<file path="config.mk">
export PLATFORM = sky130hd
export DESIGN_NAME = pwm_decoder
export DESIGN_NICKNAME = d
export VERILOG_FILES = /design/src/rtl/pwm_decoder.sv
export SDC_FILE = /design/constraint.sdc
export NUM_CORES = 1
export LEC_CHECK = 0
export CAP_MARGIN = 20
export CORE_MARGIN = 4
export CORE_UTILIZATION = 60
export CTS_BUF_LIST = sky130_fd_sc_hd__clkbuf_8
export CTS_CLUSTER_DIAMETER = 150
export DETAILED_ROUTE_END_ITERATION = 7
export PLACE_DENSITY = 0.86
export SLEW_MARGIN = 20
export SYNTH_ARGS = -nofsm -noshare
export SYNTH_HDL_FRONTEND = slang
export SYNTH_SLANG_ARGS = --single-unit
</file>
<file path="constraint.sdc">
create_clock -name clk -period 5.2 [get_ports clk]
set_input_delay 1.56 -clock clk [delete_from_list [all_inputs] [get_ports clk]]
set_output_delay 1.56 -clock clk [all_outputs]
set_load 0.01 [all_outputs]
</file>
<file path="src/rtl/pwm_decoder.sv">
// Recovers the 8-bit duty code and period from a sampled PWM waveform, one
// valid strobe per complete period, with stuck-high/stuck-low timeout flags.
module pwm_decoder #(
  parameter int CNT_W       = 8,
  parameter int SYNC_STAGES = 2,
  parameter int TIMEOUT     = 512
) (
  input  logic             clk,
  input  logic             rst,
  input  logic             pwm_in,
  output logic [CNT_W-1:0] duty_out,
  output logic [CNT_W:0]   period_out,
  output logic             duty_valid,
  output logic             stuck_high,
  output logic             stuck_low,
  output logic             locked
);

  localparam int MW = CNT_W + 2;
  localparam int IW = $clog2(TIMEOUT + 1);
  localparam logic [MW-1:0] ONE  = MW'(1);
  localparam logic [IW-1:0] TMAX = IW'(TIMEOUT);

  typedef enum logic [1:0] {IDLE, MEAS, STUCK} state_e;

  state_e                 state_q, state_d;
  logic [SYNC_STAGES-1:0] sync_q;
  logic                   pwm_d_q;
  logic [MW-1:0]          per_q, per_d, hi_q, hi_d;
  logic [IW-1:0]          idle_q;
  logic [CNT_W-1:0]       duty_q, duty_d;
  logic [CNT_W:0]         period_q, period_d;
  logic                   valid_q, valid_d, sh_q, sh_d, sl_q, sl_d, lock_q, lock_d;

  logic pwm_s, rise, to_stuck;
  assign pwm_s    = sync_q[SYNC_STAGES-1];
  assign rise     = pwm_s & ~pwm_d_q;
  // A rise in the same cycle as the timeout wins.
  assign to_stuck = (idle_q == TMAX) && !rise;

  always_ff @(posedge clk) begin
    if (rst) begin
      state_q  <= IDLE;
      sync_q   <= '0;
      pwm_d_q  <= 1'b0;
      per_q    <= '0;
      hi_q     <= '0;
      idle_q   <= '0;
      duty_q   <= '0;
      period_q <= '0;
      valid_q  <= 1'b0;
      sh_q     <= 1'b0;
      sl_q     <= 1'b0;
      lock_q   <= 1'b0;
    end else begin
      state_q  <= state_d;
      sync_q   <= {sync_q[SYNC_STAGES-2:0], pwm_in};
      pwm_d_q  <= pwm_s;
      per_q    <= per_d;
      hi_q     <= hi_d;
      idle_q   <= rise ? '0 : ((idle_q == TMAX) ? TMAX : idle_q + 1'b1);
      duty_q   <= duty_d;
      period_q <= period_d;
      valid_q  <= valid_d;
      sh_q     <= sh_d;
      sl_q     <= sl_d;
      lock_q   <= lock_d;
    end
  end

  always_comb begin
    state_d  = state_q;
    per_d    = per_q;
    hi_d     = hi_q;
    duty_d   = duty_q;
    period_d = period_q;
    valid_d  = 1'b0;
    sh_d     = sh_q;
    sl_d     = sl_q;
    lock_d   = lock_q;
    case (state_q)
      IDLE, MEAS: begin
        if (rise) begin
          if (state_q == MEAS) begin
            duty_d   = (|hi_q[MW-1:CNT_W]) ? '1 : hi_q[CNT_W-1:0];
            period_d = per_q[MW-1] ? '1 : per_q[CNT_W:0];
            valid_d  = 1'b1;
            lock_d   = 1'b1;
          end
          state_d = MEAS;
          per_d   = ONE;
          hi_d    = ONE;
        end else if (to_stuck) begin
          state_d  = STUCK;
          sh_d     = pwm_s;
          sl_d     = ~pwm_s;
          duty_d   = pwm_s ? '1 : '0;
          period_d = '0;
          lock_d   = 1'b0;
          valid_d  = 1'b1;
        end else if (state_q == MEAS) begin
          if (per_q != '1) per_d = per_q + ONE;
          if (pwm_s && hi_q != '1) hi_d = hi_q + ONE;
        end
      end
      STUCK: begin
        // Rise restarts measurement; the first window is partial, so no valid.
        if (rise) begin
          state_d = MEAS;
          sh_d    = 1'b0;
          sl_d    = 1'b0;
          per_d   = ONE;
          hi_d    = ONE;
        end
      end
      default: state_d = IDLE;
    endcase
  end

  assign duty_out   = duty_q;
  assign period_out = period_q;
  assign duty_valid = valid_q;
  assign stuck_high = sh_q;
  assign stuck_low  = sl_q;
  assign locked     = lock_q;

endmodule

</file>
== Word level (Yosys, flattened, before mapping) ==
Cells that the tools add are included.
Storage, ports and cells
  register bits: 56
  input bits: 3
  output and inout bits: 21
  word-level logic and storage cells: 88
Operators by class
  add/sub/neg operators: 3
  bitwise gates (word level): 4
  equality and inequality tests: 14
  muxes and demuxes: 38
  reductions and logical operators: 16
Operators by type and width (number)
  $mux W10: 10
  $mux W8: 5
  $pmux W10 S2: 2
  $mux W9: 4
  $add A10 B1 Y10 const B: 3
  $ne A10 B10 Y1 const B: 2
  $ne A3 B3 Y1 const B: 5
  $mux W1: 11
  $eq A10 B10 Y1 const B: 1
  $reduce_and A5 Y1: 2
  $reduce_or A2 Y1: 4
  $mux W2: 3
  $ne A2 B2 Y1 const B: 3
  $pmux W1 S2: 2
  $pmux W2 S2: 1
  $reduce_and A4 Y1: 1
  $reduce_bool A2 Y1: 2
  $not A1 Y1: 3
  $reduce_and A3 Y1: 1
  $reduce_or A3 Y1: 1
  $eq A2 B1 Y1 const B: 1
  $eq A2 B2 Y1 const B: 1
  $logic_and A1 B1 Y1: 2
  $logic_not A2 Y1: 1
  other kinds (4): 4

== Logic depth before layout (Yosys ltp) ==
  depth after elaboration: 7
  mapped depth: 8

== Worst setup path before layout ==
Ideal clock, no wire load.
  path type: input to register
  start point: in rst
  end point: reg per_q[1]
  arrival: 2.373 ns
  slack: 2.700 ns
  data required time: 5.072 ns
  stages on the path: 4
  cell sequence: clkbuf_1 > clkbuf_1 > clkbuf_1 > nor2_1
RTL lines
  start, declared: line 9  | input logic rst,
  end signal, assigned: line 59  | per_q <= per_d;
  end, declared: line 29  | logic [MW-1:0] per_q, per_d, hi_q, hi_d;
No word-level cell between the ends.

== Worst setup path after layout ==
  start point: reg duty_q[6], in the netlist duty_out[6]
  end point: out duty_out[6]
RTL lines
  start, declared: line 31  | logic [CNT_W-1:0] duty_q, duty_d;
  start signal, assigned: line 62  | duty_q <= duty_d;
  end, declared: line 11  | output logic [CNT_W-1:0] duty_out,
No word-level cell between the ends.

==> results.tsv <==
metric	value	unit
outcome	complete, no violations	
grt_usage	21.5	%
critPathSlowestCell	clkdlybuf4s50_1	
clock_latency	0.31	ns
synthSimpleGateAreaFrac	27.7	%
synthCells	299	
antenna_found_initial	0	
antenna-diode-count	0	
portBuffers	23	
row_count	23	
cts_setup_buffers	0	
cts_buffers	5	
cp-start-kind	flip-flop	
syn_to_final_growth	13.3	%
hp-class	reg -> reg	
hold_start	sync_q[0]$_SDFF_PP0_	
dieArea	5360	sq um
nFillCells	334	
die-height	73.2	um
via_count	2170	
min_to	sync_q[1]$_SDFF_PP0_	
clock.fmax	356	MHz
synthAdderAreaFrac	1.96	%
r2r-start	idle_q[0]$_SDFF_PP0_	
path_max_fanout	2	
clk_pin_slew	0.09	ns
yosys.area.top_type_share	43.9	%
synth_cell_types	43	
critical_path_class	reg -> out	
synth_seq_cells	56	
ff2ff_path_depth	7	
whs_path_depth	1	
cts_resized	0	
synth_compound_area_share	19.3	%
yosysTopAreaCell	dfxtp_1	
synthTopCellsByArea	dfxtp_1, nor2_1, o2bb2ai_1	
drive_above_1_share	5.10	%
core-area	4060	sq um
r2r_end	per_q[1]$_SDFFE_PP0P_	
crit_family	buffers and inverters	
postCtsHoldBufs	0	
post-route-period-util	54.0	%
yosys-mux-area-fraction	0.784	%
wl	5350	um
syn-mean-instance-area	8.54	sq um
finalCriticalPeriod	2.81	ns
dr.pass1.iters	4	
power_density	261	nW/um^2
final-max-slew-violation-count	0	
synth_warnings	0	
arrival	1.25	ns
grt_max_degree	35	
gp_congestion	0.840	
cp_data_required_time	3.64	ns
place_area	2780	sq um
overflow	0	
leakagePower	0.000952	uW
clock_skew	0.00488	ns
dp_hpwl	3620	um
clockBufferDepth	2	
crit_path_end_kind	output pin	
cts-root-buf	clkbuf_8	
finalHoldViolCount	0	
fin_area	2890	sq um
reg2reg_slack	3.01	ns
wl_per_cell	14.7	um
ant_nets	0	
finalNetCount	320	
worst_pin_slew	0.856	ns
grt_pass1_wl	9130	um
syn_nets	306	
grt_setup_unrepaired	no	
netlist_area	2550	sq um
cp_cell_sequence	clkdlybuf4s50_1	
viasPerCell	5.96	
synth_xor_area_share	2.74	%
irDropWorstVdd	0.000219	V
max_stage_delay	0.56	ns
initial_core_util	62.9	%
io_pins	24	
slew_headroom	42.9	%
synth_top_family_by_area	simple AND/OR/NAND/NOR gates	
tritoncts	built	
die_w	73.2	um
critical_path_buf_inv_count	1	
fin_tns_setup	0	ns
grt_pass1_vias	1939	
setup_viol	0	
htree_levels	2	
cap_violations	0	
yosysSeqAreaShare	43.9	%
route.detailed.drc	0	
drt-initial-drc-count	186	
cts_sinks	56	
sequential cells by signal (all words and copies together) (netlist names):
name / cells
duty_out: 8
duty_valid: 1
hi_q: 10
idle_q: 10
locked: 1
per_q: 10
period_out: 9
pwm_d_q: 1
state_q: 2
stuck_high: 1
stuck_low: 1
sync_q: 2
routing by layer:
metal  track usage [%]  share of wire (%)  vias up
met3              4.96                4.6        9
met4              6.76                1.4        0
met2              32.4                 45       62
met1              30.5                 49     1004
met5                 0                  0        -
li1                  -                  -     1095
power breakdown:
group,total [uW],switching [uW],internal (uW)
Combinational,40.2,26.1,14.1
Sequential,440,6.56,434
Clock,276,135,141
Total,756,168,589
worst max-delay path by stage:
stage                             startpoint                    endpoint  depth (start not counted)
detailed placement                       rst  period_out[3]$_SDFFE_PP0P_                          4
CTS                                      rst  period_out[5]$_SDFFE_PP0P_                          4
global route        duty_out[6]$_SDFFE_PP0P_                 duty_out[6]                          1
finish              duty_out[6]$_SDFFE_PP0P_                 duty_out[6]                          1
floorplan                                rst       per_q[1]$_SDFFE_PP0P_                          4
global placement                         rst    duty_out[2]$_SDFFE_PP0P_                          4
area by class of cell:
class                           instances  area [sq um]  share of cell area, %
Clock buffer                            5          68.8                   2.38
Clock inverter                          3          38.8                   1.34
Inverter                                6          22.5                  0.778
Multi-Input combinational cell        220          1340                   46.4
Sequential cell                        56          1120                   38.7
Tap cell                               50          62.6                   2.16
Timing Repair Buffer                   24           238                   8.21
synth_stat cells:
cell type	instances
dfxtp_1	56
nor2_1	46
nand2_1	23
o2bb2ai_1	17
a21oi_1	16
nand3_1	15
clkbuf_1	11
nor3_1	11
o21ai_0	10
nor2b_1	7
a31oi_1	6
and3_1	6
inv_1	6
buf_2	5
nand2b_1	5
xnor2_1	5
a41oi_1	4
ha_1	4
or3_1	4
a211oi_1	3
a311oi_1	3
and2_1	3
nand3b_1	3
nand4_1	3
o21ai_1	3
xor2_1	3
mux2i_1	2
nand3_2	2
nor4_4	2
o211ai_1	2
a21boi_0	1
a221o_1	1
a221oi_1	1
a41oi_4	1
and4_1	1
buf_1	1
nand4b_1	1
nor4_1	1
nor4bb_1	1
o31ai_1	1
or2_2	1
or4_1	1
or4_4	1
per-stage QoR:
stage	util [%]	power, uW	hold slack [ns]	setup slack (ns)	std cells
2_1_floorplan	-	480	0.414	2.70	299
3_3_place_gp	68.6	489	0.419	1.88	356
5_1_grt	71.3	786	0.465	2.32	364
6_report	71.3	756	0.461	2.39	364
4_1_cts	71.3	763	0.462	2.17	364
3_5_place_dp	68.6	490	0.445	1.79	356
cells in the final DEF (no fill, tap or decap), types with 4 or more instances in the layout:
cell type	netlist	final
inv_1	6	7
nor2b_1	7	7
clkdlybuf4s50_1	0	23
nor3_1	11	11
nand3_1	15	15
dfxtp_1	56	56
xnor2_1	5	5
ha_1	4	4
a41oi_1	4	4
nand2b_1	5	5
a31oi_1	6	6
o21ai_0	10	10
nand2_1	23	23
and3_1	6	6
a21oi_1	16	16
nor2_1	46	45
o2bb2ai_1	17	17
or3_1	4	4
clkbuf_8	0	5
logic make-up (layout without fill, tap and decap cells):
group / count (synthesis) / in the layout
AO/OA/AOI/OAI: 69 / 69
XOR/XNOR: 8 / 8
flip-flops: 56 / 56
adder cells (fa/ha/maj): 4 / 4
multiplexers: 2 / 2
buffers and inverters: 23 / 38
AND/OR/NAND/NOR: 137 / 137
No activity file was read; power rests on OpenSTA's default activity.
